$ cat config.mk
export PLATFORM = sky130hd
export DESIGN_NAME = byte_un_striping_param
export DESIGN_NICKNAME = d
export VERILOG_FILES = /design/src/rtl/byte_striping_pkg.sv /design/src/rtl/word_fifo2.sv /design/src/rtl/byte_un_striping_param.sv
export SDC_FILE = /design/constraint.sdc
export NUM_CORES = 1
export LEC_CHECK = 0
export CAP_MARGIN = 20
export CELL_PAD_IN_SITES_DETAIL_PLACEMENT = 2
export CELL_PAD_IN_SITES_GLOBAL_PLACEMENT = 2
export CORE_UTILIZATION = 39
export CTS_CLUSTER_DIAMETER = 60
export DETAILED_ROUTE_END_ITERATION = 10
export GPL_TIMING_DRIVEN = 0
export PLACE_DENSITY_LB_ADDON = 0.1
export SLEW_MARGIN = 20
export SYNTH_ARGS = -nofsm -noshare
export SYNTH_HDL_FRONTEND = slang
export SYNTH_SLANG_ARGS = --single-unit
$ cat constraint.sdc
create_clock -name clk -period 9.3 [get_ports clk]
set_input_delay 0.93 -clock clk [delete_from_list [all_inputs] [get_ports clk]]
set_output_delay 0.93 -clock clk [all_outputs]
set_load 0.005 [all_outputs]
$ cat src/rtl/byte_striping_pkg.sv
// Shared defaults and types for the byte striping / un-striping pair.
// The saturating counter helper keeps the error-count update in one place.
package byte_striping_pkg;

    localparam int LANES_DEF = 4;
    localparam int WIDTH_DEF = 8;
    localparam int ERR_CNT_W = 8;

    typedef enum logic [1:0] {
        OCC_EMPTY = 2'd0,
        OCC_ONE   = 2'd1,
        OCC_FULL  = 2'd2
    } occ_e;

    function automatic logic [ERR_CNT_W-1:0] sat_inc(input logic [ERR_CNT_W-1:0] v);
        return (&v) ? v : v + 1'b1;
    endfunction

endpackage

$ cat src/rtl/word_fifo2.sv
// Two-entry word buffer; occupancy is tracked as a small FSM.
// A push while full is ignored, and a pop while empty is ignored.
module word_fifo2
    import byte_striping_pkg::*;
#(
    parameter int DW = 32
) (
    input  logic          clk,
    input  logic          reset,
    input  logic          push,
    input  logic          pop,
    input  logic [DW-1:0] din,
    output logic          full,
    output logic          empty,
    output logic [DW-1:0] head
);

    occ_e          r_state;
    occ_e          w_next;
    logic [DW-1:0] r_mem [2];
    logic          r_rd_ptr;
    logic          r_wr_ptr;
    logic          w_do_push;
    logic          w_do_pop;

    assign w_do_push = push && (r_state != OCC_FULL);
    assign w_do_pop  = pop  && (r_state != OCC_EMPTY);

    // NOTE: sequential state uses non-blocking assignments so every flop samples pre-edge values.
    always_ff @(posedge clk) begin
        if (reset) r_state <= OCC_EMPTY;
        else       r_state <= w_next;
    end

    always_comb begin
        w_next = r_state;
        case (r_state)
            OCC_EMPTY: if (push) w_next = OCC_ONE;
            OCC_ONE: begin
                if (push && !pop)      w_next = OCC_FULL;
                else if (pop && !push) w_next = OCC_EMPTY;
            end
            OCC_FULL:  if (pop) w_next = OCC_ONE;
            default:   w_next = OCC_EMPTY;
        endcase
    end

    always_comb begin
        full  = (r_state == OCC_FULL);
        empty = (r_state == OCC_EMPTY);
        head  = r_mem[r_rd_ptr];
    end

    always_ff @(posedge clk) begin
        if (reset) begin
            r_rd_ptr <= 1'b0;
            r_wr_ptr <= 1'b0;
        end else begin
            if (w_do_push) r_wr_ptr <= ~r_wr_ptr;
            if (w_do_pop)  r_rd_ptr <= ~r_rd_ptr;
        end
    end

    // NOTE: storage is not reset; the occupancy state alone decides whether an entry is meaningful.
    always_ff @(posedge clk) begin
        if (w_do_push) r_mem[r_wr_ptr] <= din;
    end

endmodule

$ cat src/rtl/byte_un_striping_param.sv
// Collects complete striped words and replays them one lane symbol per transfer,
// lane 0 first; partial lane_valid vectors are dropped and counted.
module byte_un_striping_param
    import byte_striping_pkg::*;
#(
    parameter int LANES = LANES_DEF,
    parameter int WIDTH = WIDTH_DEF
) (
    input  logic                   clk,
    input  logic                   reset,
    input  logic [LANES*WIDTH-1:0] lane_data,
    input  logic [LANES-1:0]       lane_valid,
    output logic                   in_ready,
    input  logic                   out_ready,
    output logic [WIDTH-1:0]       data_out,
    output logic                   valid_out,
    output logic                   align_err,
    output logic [ERR_CNT_W-1:0]   err_count
);

    localparam int IDX_W = $clog2(LANES);
    localparam logic [IDX_W-1:0] LAST_IDX = IDX_W'(LANES - 1);

    logic                   w_full;
    logic                   w_empty;
    logic [LANES*WIDTH-1:0] w_head;
    logic                   w_push;
    logic                   w_pop;
    logic                   w_xfer;
    logic                   w_partial;
    logic [WIDTH-1:0]       w_sym;
    logic [IDX_W-1:0]       r_lane_idx;
    logic                   r_align_err;
    logic [ERR_CNT_W-1:0]   r_err_count;

    assign in_ready  = !w_full;
    assign valid_out = !w_empty;
    assign w_push    = (&lane_valid) && in_ready;
    assign w_partial = (|lane_valid) && !(&lane_valid);
    assign w_xfer    = valid_out && out_ready;
    assign w_pop     = w_xfer && (r_lane_idx == LAST_IDX);

    word_fifo2 #(.DW(LANES*WIDTH)) u_fifo (
        .clk   (clk),
        .reset (reset),
        .push  (w_push),
        .pop   (w_pop),
        .din   (lane_data),
        .full  (w_full),
        .empty (w_empty),
        .head  (w_head)
    );

    // NOTE: default before the loop so the mux never infers a latch.
    always_comb begin
        w_sym = '0;
        for (int i = 0; i < LANES; i++) begin
            if (r_lane_idx == IDX_W'(i)) w_sym = w_head[i*WIDTH +: WIDTH];
        end
    end

    assign data_out  = valid_out ? w_sym : '0;
    assign align_err = r_align_err;
    assign err_count = r_err_count;

    always_ff @(posedge clk) begin
        if (reset) begin
            r_lane_idx  <= '0;
            r_align_err <= 1'b0;
            r_err_count <= '0;
        end else begin
            if (w_xfer) r_lane_idx <= (r_lane_idx == LAST_IDX) ? '0 : r_lane_idx + 1'b1;
            r_align_err <= w_partial;
            if (w_partial) r_err_count <= sat_inc(r_err_count);
        end
    end

endmodule

==> results.md <==
- Final ANT Viol Nets: 0
- Worst Slack Setup Final: 5.38 ns
- Combinational share of power: 6.3%
- Max cap viols: 0
- CP Capture Type: primary output
- Clock Power Share: 36.9%
- Setup Fix Bufs, Post-CTS: 0
- GRT Total Usage: 22.9%
- First-pass GRT wire length: 14500 um
- I/O pin count: 58
- Root Driver: clkbuf_8
- Setup tns final: 0 ns
- Largest area contributor in the netlist: edfxtp_1
- Post-CTS Hold Fix Bufs: 0
- CTS tree: built
- Worst relative slew slack: 58.4%
- H-tree Lvls: 3
- Setup violations, final: 0
- Outcome: finished, final reports clean
- Area contributors post-synth: edfxtp_1, dfxtp_1, mux2_2
- Async set or reset register ratio after synthesis: 0%
- Worst Max-Slew Pin Slew: 0.625 ns
- Slew Limit Fails: 0
- Pre-CTS setup slack: 5.78 ns
- Met2 Routed Length: 5030 um
- Crit path time final: 3.92 ns
- Net count, final: 361
- Final Util: 51.9%
- Uppermost layer routed: met4
- Setup CP Type: reg2out
- #FFs+latches synth: 80
- Leakage: 0.00140 uW
- Critical path arrival: 2.99 ns
- CTS max path bufs: 2
- CTS sink cnt: 80
- DRT iter0 DRCs: 75
- Clk_skew: 0.0134 ns
- Share of cells above drive strength 1: 14.9%
- Post_cts resized: 0
- Antenna cells: 0
- Antenna violations before repair: 0
- Drt pass-1 iters: 4
- PD cells: 162 nW/um^2
- CP Launch Type: flop
- Worst-skew pair later-pin latency: 0.37 ns
- P_sw: 155 uW
- # fillers: 816
- Unrepaired setup endpoints after global routing: false
- Initial Util: 40.6%
- Core ar.: 8260 um^2
- Main synth FF type: edfxtp_1
- Sequential area share after synthesis: 66.8%
- Cells after synthesis: 245
- Routed wire per std cell: 22.2 um
- Netlist Area Pre-Place: 3350 um^2
- Fmax: 0.255 GHz
- Largest net degree at the start of global routing: 27
- Post-synth EDFFs: 64
- Peak supply drop: 0.0000783 V
- Syn_area_per_cell: 13.7 um^2
- Share of Yosys cell area claimed by the top area cell type: 57.3%
- Wl on met1: 3900 um
- Routed wire length: 9470 um
- Net count after synthesis: 289
- Vias: 2356
- Switching Fraction: 22.4%
- DIE AREA: 8980 um^2
- Grt ovf: 0
- Vias in the first global route: 2545
- Area grow syn2layout: 27.9%
- Remaining DRCs: 0
- Die height: 94.7 um
- DR vias/cell: 5.52
- Seq pwr share: 56.8%
- PortBufs: 56
- Required time worst endpoint: 8.37 ns
- Final Cycle Share: 42.1%
- Met3 WL post-DR: 311 um
- Yosys cell types: 38
- DP HPWL: 6350 um
- Worst Path Max Fanout: 9
- DP Area: 4100 um^2
- GP Congestion: 0.729
- FP Rows: 33
- CTS Buf Count: 9
- Hold Crit Class: reg2reg
- Clk slew on worst S/H paths: 0.08 ns
- Ys Warns: 0
- Int Pwr: 539 uW
- Post-route cell area: 4290 um^2
- Die W: 94.7 um
- Final Hold Fails: 0
[flip-flops by register name, summed over array words and instances, names as in the netlist, named ones only]
register,count
u_fifo.r_state,2
u_fifo.r_wr_ptr,1
err_count,8
u_fifo.r_mem,64
align_err,1
u_fifo.r_rd_ptr,1
r_lane_idx,2
[stage by stage]
stage                     hold slack, ns  power (uW)  std cells
after detailed placement           0.516         446        411
after global routing               0.564         713        427
after CTS                          0.529         698        427
after global placement             0.505         443        406
final                              0.534         694        427
after floorplan                    0.480         415        245
[synth_stat cells (all sizes together) (2+ instances only)]
library cell  count
nand3             6
mux2             17
or4               5
ha                5
o31ai             3
nand2            13
inv               6
nor2b             3
or3               2
nor4              2
nand2b            3
mux2i            17
edfxtp           64
a211oi            8
and4              3
o21ai            14
nand3b            2
a21oi            10
clkbuf            6
nor2             14
dfxtp            16
buf               7
nor3             11
[final cells by class]
type                            instances  area (um^2)  share of cell area (%)
Sequential cell                        80         2240                    52.3
Multi-Input combinational cell        146         1030                    24.0
Timing Repair Buffer                   61          611                    14.2
Tap cell                              105          131                    3.06
Clock buffer                           10          128                    2.98
Buffer                                 13         67.6                    1.58
Clock inverter                          6         58.8                    1.37
Inverter                                6         22.5                   0.525
[critical path: stages, from the launching register on]
cell             delay (ns)
dfxtp_1                0.40
inv_1                  0.09
ha_1                   0.19
clkbuf_1               0.25
nand2b_1               0.23
clkbuf_1               0.22
nor2_1                 0.24
a211oi_1               0.09
nor3_1                 0.34
clkdlybuf4s50_1        0.58
[metal layers]
| layer | global-route usage [%] | vias to the layer above |
|---|---|---|
| li1 | - | 1072 |
| met1 | 26.2 | 1212 |
| met2 | 41.0 | 53 |
| met3 | 5.15 | 19 |
| met4 | 9.34 | 0 |
| met5 | 0 | - |
[final timing paths]
path	slack (ns)	cells after the start	startpoint	endpoint
setup / recovery	5.38	9	r_lane_idx[1]	data_out[2]
setup reg to reg	7.56	5	err_count[0]	err_count[5]
hold / removal	0.53	2	err_count[7]	err_count[7]
hold reg to reg	0.53	2	err_count[7]	err_count[7]
[layout by cell type (no fill, tap or decap), types with 2 or more instances in the layout]
cell / instances
clkdlybuf4s50_1: 56
buf_2: 3
or4_1: 4
buf_1: 2
nor2_1: 14
nor3_1: 10
edfxtp_1: 64
clkbuf_1: 7
nand2_1: 12
buf_4: 4
nand3_1: 6
o31ai_1: 3
mux2_2: 16
nor4_1: 2
nand2b_1: 3
and4_4: 2
nor2b_1: 3
clkbuf_8: 9
inv_1: 6
a21oi_1: 10
o21ai_0: 13
ha_1: 5
nand3b_1: 2
buf_6: 2
mux2i_1: 17
or3_1: 2
a211oi_1: 8
dfxtp_1: 16
clkinv_2: 4
[kinds of logic after synthesis]
kind of cell	count (synthesis)	share of synthesized area, %
flip-flops	80	66.8
AND/OR/NAND/NOR	68	10.9
AO/OA/AOI/OAI	39	6.98
multiplexers	34	10.8
buffers and inverters	19	2.69
adder cells (fa/ha/maj)	5	1.86
[power groups by stage]
stage	Sequential (uW)	Combinational (uW)	Clock [uW]
floorplan	402	13.2	0
global placement	402	40.5	0
detailed placement	402	43.7	0
CTS	394	44.7	259
global route	395	47.2	271
finish	394	43.9	256
No activity file was read; power rests on OpenSTA's default activity.
==> RTL change (same settings) <==
Remove the register `r_align_err`: a continuous assignment takes its place, so the output `align_err` follows one clock earlier.
--- a/src/rtl/byte_un_striping_param.sv
+++ b/src/rtl/byte_un_striping_param.sv
@@ -68,3 +68,2 @@
             r_lane_idx  <= '0;
-            r_align_err <= 1'b0;
             r_err_count <= '0;
@@ -72,3 +71,2 @@
             if (w_xfer) r_lane_idx <= (r_lane_idx == LAST_IDX) ? '0 : r_lane_idx + 1'b1;
-            r_align_err <= w_partial;
             if (w_partial) r_err_count <= sat_inc(r_err_count);
@@ -77,2 +75,4 @@
 
+    assign r_align_err = w_partial;
+
 endmodule
Check against the original RTL: not equivalent (Yosys sat finds a counterexample within 4 cycles, from zero or initial values and one cycle with reset high).
==> RTL change against the unedited design <==
- cell area grew 0.15%
- worst setup slack gained 0.093 ns
- routed wire length shrank 6.6%
- via count shrank 4.3%
- sequential cell count shrank 1
- first-iteration DRC count grew 76%
- synthesized area shrank 1.0%
- die area shrank 0.98%
- non-clock buffer count is the same
- power grew 2.6%
- combinational power shrank 2%
- critical path type unchanged
- highest routed layer unchanged
==> RTL change: results (changes against the unedited design) <==
seq_cells 79 (-1.3%); slowest cell delay on critical path 0.48 ns (-0.10 ns); area of the multi-input gates 1015 sq um (-1.3%); M1 WL 3730 um (-4.4%); Net Switching 151.2 uW (-2.7%); clk tree area frac 4.952% (+0.61 points); initial drt markers 132 (+76%); nets 359 (-0.55%); first-pass GRT wire length 13,660 um (-5.8%); P_clk 280 uW (+9.4%); multi-input gates 144 (-1.4%); Worst Path Max Fanout 9 (unchanged); CP delay by family, top buffers and inverters; met3 Usage GRT 4.854% (-0.30 points); Peak VDD IR 0.00008438 V (+7.8%); invs w/o clock 7 (+1); top cells by count, synth edfxtp_1 (64), mux2i_1 (17), mux2_2 (16); clock insertion delay at the later pin of the skew report 0.35 ns (-0.02 ns); CTS root buffer clkbuf_8; Vias/cell 5.304 (-3.9%); Distinct cells, synth 37 (-2.6%); vias in the first global route 2,541 (-0.16%); share of cells above drive strength 1 14.69% (-0.22 points); Area contributors post-synth edfxtp_1 (58%), dfxtp_1 (9.0%), mux2_2 (5.4%); status complete, no violations; HPWL after DPL 6376 um (+0.35%); area delta synth->final 29.35%; met1 usage 24.95% (-1.3 points); GP Congestion 0.6920 (-5.0%); drt pass-1 iters 5 (+1); Leakage 1.398 nW (-0.31%); fraction of area in registers 51.73% (-0.54 points); met3 wire len 246 um (-21%); worst-margin pin slew 0.7586 ns (+0.1340 ns); met2 WL 4758 um (-5.3%); Syn Area/Cell 13.72 sq um (+0.22%); final wirelength 8850 um (-6.6%); number of synthesized flops with an enable pin 64 (unchanged); FILL cells 808 (-0.98%); met2 usage 39.19% (-1.8 points); syn_nets 286 (-1.0%); Comb pwr share 6.0% (-0.3 points); gr usage total 21.60% (-1.3 points); number of placed instances with taps included 409 (-0.49%); clock buffer count in the final layout 10 (unchanged); area of placed instances 4083 sq um (-0.49%); Setup WS pre-CTS 5.651 ns (-0.1301 ns); largest net degree at the start of global routing 26 (-3.7%); Data buffer area share 16.02% (+0.21 points); port buffer count 57 (+1.8%); clk buf depth 2 (unchanged); Setup Skew 0.009592 ns (-0.003772 ns)
==> RTL change: cell count changes after synthesis, sizes merged <==
cell	unedited run	this run
and2	1	0
buf	7	6
dfxtp	16	15
inv	6	7
nor2	14	13
==> RTL change: cell families after synthesis <==
| logic type | share of synthesized area [%] |
|---|---|
| and+or+nand+nor | 10.55 |
| AOI/OAI and AO/OA | 7.046 |
| muxes | 10.89 |
| buffers and inverters | 2.712 |
| adders and majority gates | 1.884 |
| DFF | 66.92 |
==> RTL change: path summary, 6_finish.rpt <==
check                        end  cells past startpoint         startpoint  slack (ns)
max                  data_out[7]                      8      r_lane_idx[0]        5.48
min                 err_count[4]                      2       err_count[4]        0.53
max reg2reg  u_fifo.r_mem[0][24]                      4  u_fifo.r_state[1]        7.34
min reg2reg         err_count[4]                      2       err_count[4]        0.53
==> RTL change: through the flow <==
stage	power [mW]	hold slack, ns
floorplan	0.4096	0.4736
global placement	0.4369	0.5041
detailed placement	0.4405	0.5191
CTS	0.7158	0.5348
global route	0.7336	0.5555
finish	0.7125	0.5334
